`config.mk`:
```
export PLATFORM = sky130hd
export DESIGN_NAME = usb_data_buffer
export DESIGN_NICKNAME = d
export VERILOG_FILES = /design/src/rtl/usb_data_buffer.sv
export SDC_FILE = /design/constraint.sdc
export NUM_CORES = 1
export LEC_CHECK = 0
export CAP_MARGIN = 30
export CORE_ASPECT_RATIO = 1.75
export CORE_MARGIN = 5
export CORE_UTILIZATION = 60
export CTS_BUF_LIST = sky130_fd_sc_hd__clkbuf_8
export CTS_CLUSTER_SIZE = 14
export DETAILED_ROUTE_END_ITERATION = 12
export PLACE_DENSITY = 0.75
export SLEW_MARGIN = 20
export SYNTH_ARGS = -nofsm -noshare
export SYNTH_HDL_FRONTEND = slang
export SYNTH_SLANG_ARGS = --single-unit
```
`constraint.sdc`:
```
create_clock -name clk -period 3.3 [get_ports clk]
set_clock_uncertainty 0.15 [all_clocks]
set_input_delay 0.66 -clock clk [delete_from_list [all_inputs] [get_ports clk]]
set_output_delay 0.66 -clock clk [all_outputs]
set_load 0.03 [all_outputs]
```
`src/rtl/usb_data_buffer.sv`:
```
// Shared 64-byte circular FIFO between the USB RX/TX packet engines and the AHB-Lite slave.
// First-word fall-through read, arbitrated push/pop, sticky overrun/underrun flags.
module usb_data_buffer #(
   parameter int DEPTH  = 64,
   parameter int ADDR_W = 6
) (
   input  logic              clk,
   input  logic              rst,
   input  logic              clear,
   input  logic              store_tx_data,
   input  logic [7:0]        tx_data,
   input  logic              get_rx_data,
   output logic [7:0]        rx_data,
   input  logic              store_rx_packet_data,
   input  logic [7:0]        rx_packet_data,
   input  logic              get_tx_packet_data,
   output logic [7:0]        tx_packet_data,
   output logic [ADDR_W:0]   buffer_occupancy,
   output logic              overrun,
   output logic              underrun
);

   localparam logic [ADDR_W:0] FULL_COUNT = (ADDR_W+1)'(DEPTH);

   logic [7:0]        mem [DEPTH];
   logic [ADDR_W-1:0] wr_ptr_reg, wr_ptr_next;
   logic [ADDR_W-1:0] rd_ptr_reg, rd_ptr_next;
   logic [ADDR_W:0]   count_reg, count_next;
   logic              overrun_reg, overrun_next;
   logic              underrun_reg, underrun_next;

   logic       push, pop, empty, full;
   logic       push_ok, pop_ok;
   logic [7:0] wr_byte;

   assign push    = store_rx_packet_data | store_tx_data;
   assign pop     = get_tx_packet_data | get_rx_data;
   assign empty   = (count_reg == '0);
   assign full    = (count_reg == FULL_COUNT);
   // No empty bypass: a pop on an empty buffer is refused even when a push arrives with it.
   assign pop_ok  = pop & ~empty;
   assign push_ok = push & (~full | pop_ok);
   assign wr_byte = store_rx_packet_data ? rx_packet_data : tx_data;

   always_comb begin
      wr_ptr_next   = wr_ptr_reg;
      rd_ptr_next   = rd_ptr_reg;
      count_next    = count_reg;
      overrun_next  = overrun_reg;
      underrun_next = underrun_reg;

      if (clear) begin
         wr_ptr_next   = '0;
         rd_ptr_next   = '0;
         count_next    = '0;
         overrun_next  = 1'b0;
         underrun_next = 1'b0;
      end else begin
         if (push_ok)
            wr_ptr_next = wr_ptr_reg + ADDR_W'(1);
         if (pop_ok)
            rd_ptr_next = rd_ptr_reg + ADDR_W'(1);
         if (push_ok && !pop_ok)
            count_next = count_reg + (ADDR_W+1)'(1);
         else if (pop_ok && !push_ok)
            count_next = count_reg - (ADDR_W+1)'(1);
         // Both push strobes together always loses the AHB byte, even if the RX byte lands.
         if ((push && !push_ok) || (store_rx_packet_data && store_tx_data))
            overrun_next = 1'b1;
         if (pop && !pop_ok)
            underrun_next = 1'b1;
      end
   end

   always_ff @(posedge clk) begin
      if (rst) begin
         wr_ptr_reg   <= '0;
         rd_ptr_reg   <= '0;
         count_reg    <= '0;
         overrun_reg  <= 1'b0;
         underrun_reg <= 1'b0;
      end else begin
         wr_ptr_reg   <= wr_ptr_next;
         rd_ptr_reg   <= rd_ptr_next;
         count_reg    <= count_next;
         overrun_reg  <= overrun_next;
         underrun_reg <= underrun_next;
      end
   end

   // Storage is never reset; writes during rst/clear land in entries that are abandoned anyway.
   always_ff @(posedge clk) begin
      if (push_ok)
         mem[wr_ptr_reg] <= wr_byte;
   end

   assign rx_data          = empty ? 8'h00 : mem[rd_ptr_reg];
   assign tx_packet_data   = empty ? 8'h00 : mem[rd_ptr_reg];
   assign buffer_occupancy = count_reg;
   assign overrun          = overrun_reg;
   assign underrun         = underrun_reg;

endmodule

```
==> flow_metrics.tcl, run 1 <==
set metrics [dict create \
    r2r_end "buffer_occupancy[6]" \
    r2r.worst_path.cells 11 \
    ys_seq_elements 539 \
    cap_violations 0 \
    setup_ws_ns -0.332 \
    fillerInstances 1945 \
    critPathTopFamily "multiplexers" \
    tightestPinTransition_ns 0.772 \
    crit_chain "buf_12 -> buf_8 -> mux4_2 -> mux2_4 -> o211ai_1 -> o21ai_2 -> buf_6" \
    fin_crit_ns 3.63 \
    yosysWarnings 0 \
    stdcell_area_um2 25900 \
    die-width_um 152 \
    cellLeakagePower_nw 8.49 \
    ctsHoldBuffers 0 \
    grt_antenna_before_repair 1 \
    setup.worst_path.end "rx_data[4]" \
    gp_congestion 0.834 \
    portBuffers 47 \
    syn_inst 1063 \
    path_depth 7 \
    grt_pass1_wl_um 75300 \
    syn2layout_area_growth_pct 21.6 \
    clk_path_buf_depth 3 \
    crit_required_ns 2.49 \
    track_usage_pct 26.0 \
    grt.overflow.total 0 \
    yosysSeqAreaShare_pct 74.8 \
    hold_viol 0 \
    tns_ns -4.77 \
    dieArea_um2 39500 \
    powerDensity_nw_per_um2 705 \
    dpl-instance-area_um2 23500 \
    netlist_area_um2 21300 \
    final_nets 1366 \
    largest_reg_flops 512 \
    firstDrtPassIters 5 \
    rows 91 \
    avgSynthCellArea_um2 20.0 \
    syn_nets 1096 \
    max_slew_margin_pct 48.5 \
    setup_violations 16 \
    yosysUniqueCellTypes 56 \
    rr_startpoint "buffer_occupancy[2]" \
    fin_crit_sh_pct 110 \
    cts.sinks 539 \
    wl_per_cell_um 27.2 \
    h-tree-depth 3 \
    arrival_ns 2.82 \
    async_reset_ff_share_pct 0 \
    reg2reg_slack_ns 0.24 \
    crit_slowest_cell "mux4_2" \
    violations "setup timing" \
    routed_wirelength_um 50600 \
    die-height_um 259 \
    path_class "reg2out" \
    clk_pin_slew_worst_paths_ns 0.07 \
    rsz0062_at_grt "true" \
    dp_hpwl_um 32300 \
    layout_commonest_cell "edfxtp_1" \
    synthFlopType "edfxtp_1" \
    hold_path_class "reg2reg" \
    regMostFlops "mem" \
    root_buffer "clkbuf_8" \
    ir_drop_mv 0.767 \
    path_buf_inv 3 \
    initialDrtViolationCount 1064 \
    pin_count 48 \
    crit_fanout 5 \
    via_per_inst 6.25 \
    worstSkewPairLatency_ns 0.63 \
    cts_tree "built" \
    first_global_vias 12036 \
    grt_max_degree 65 \
    synth_edf_count 512 \
    end_kind "output port" \
    core_area_um2 35200 \
    start_kind "flip-flop" \
    slowest_delay_ns 0.55 \
    layout_common_cells "edfxtp_1, buf_4, mux4_2" \
    cts_buffers 72 \
    max_freq_mhz 275 \
    vias 11604 \
    start_util_pct 60.5 \
    outcome "finished, violations left" \
    drc_errors 0 \
    layout-drive-gt1-share_pct 39.2 \
    ant_nets 0 \
    drv_slew 0 \
]
-- per-stage QoR --
step	cells	hold WS [ns]	total power [mW]	worst slack (ns)	util, %
global route	1858	0.328	18.9	-0.414	73.5
detailed placement	1691	0.290	12.6	-0.234	66.8
floorplan	1063	0.335	10.8	0.106	-
finish	1858	0.307	18.2	-0.332	73.5
global placement	1689	0.290	12.5	-0.180	66.7
CTS	1852	0.306	18.1	-0.307	73.1
-- cells by family (layout without fill, tap and decap cells) --
group                    count (synthesis)  count (layout)  share of synthesized area, %
AO/OA/AOI/OAI                          108             108                          3.57
XOR/XNOR                                11              11                         0.453
buffers and inverters                   75             404                          1.99
flip-flops                             539             539                          74.8
other                                    0               1                             0
adder cells (fa/ha/maj)                 11              11                         0.671
multiplexers                           155             155                          14.9
AND/OR/NAND/NOR                        164             164                          3.61
-- metal layers --
metal  vias to the layer above  routed length (µm)  track usage (%)
met5                         -                   0                0
met4                         0                2890             14.8
met3                       143                3540             4.30
met2                       570               27300             45.5
met1                      5967               16900             30.7
li1                       4924                   -                -
-- worst min-delay path: cells and delay by family (launching register included) --
family          cells  cell delay [ns]
compound gates      1             0.05
buf+inv             1             0.05
flops               1             0.32
-- power breakdown --
group,total [mW],internal (mW),switching (mW)
logic,5.75,2.84,2.91
clock network,4.79,2.40,2.39
registers,7.70,7.62,0.0761
total,18.2,12.9,5.37
-- how the worst min path moves through the flow --
stage / depth (start not counted) / to / from
finish: 2 / underrun / underrun
global route: 2 / underrun / underrun
CTS: 2 / underrun / underrun
detailed placement: 2 / underrun / underrun
global placement: 2 / underrun / underrun
floorplan: 2 / flip-flop / rd_ptr_reg[5]
-- cells in the mapped netlist, types with 11 or more instances --
library cell	instances	area, µm²
a22oi_1	14	105
nand2_1	19	71.3
inv_1	11	41.3
dfxtp_1	27	541
nor2b_1	11	68.8
mux4_2	128	2880
o22ai_1	18	113
buf_4	13	97.6
clkbuf_1	14	52.6
nor2_1	92	345
a21oi_1	15	75.1
mux2i_1	18	180
buf_2	19	95.1
edfxtp_1	512	15400
-- area by class of cell --
class	count	area [µm²]	area share [%]
well taps	465	582	2.25
multi-input cells	449	5320	20.6
clock buffers	80	1100	4.26
flip-flops and latches	539	15900	61.6
inverters	11	41.3	0.160
clock inverters	53	288	1.11
repair buffers	260	2600	10.0
diodes	1	2.50	0.00967
-- repair_timing --
| item | in CTS | in global routing |
|---|---|---|
| gates resized for setup | 160 | 21 |
| pin swaps | 30 | 15 |
| buffers inserted | 25 | 4 |
| gates cloned | 4 | 1 |
| endpoints found under the setup margin | 16 | 16 |
No activity file was read; power rests on OpenSTA's default activity.
==> inputs of run 2 (changes only) <==
--- a/config.mk
+++ b/config.mk
@@ -5,6 +5,7 @@
 export SDC_FILE = /design/constraint.sdc
 export NUM_CORES = 1
 export LEC_CHECK = 0
+export ABC_CLOCK_PERIOD_IN_PS = 3300
 export CAP_MARGIN = 30
 export CORE_ASPECT_RATIO = 1.75
 export CORE_MARGIN = 5
==> results of run 2 <==
Final layout, timing and power as in run 1 (identical DEF).
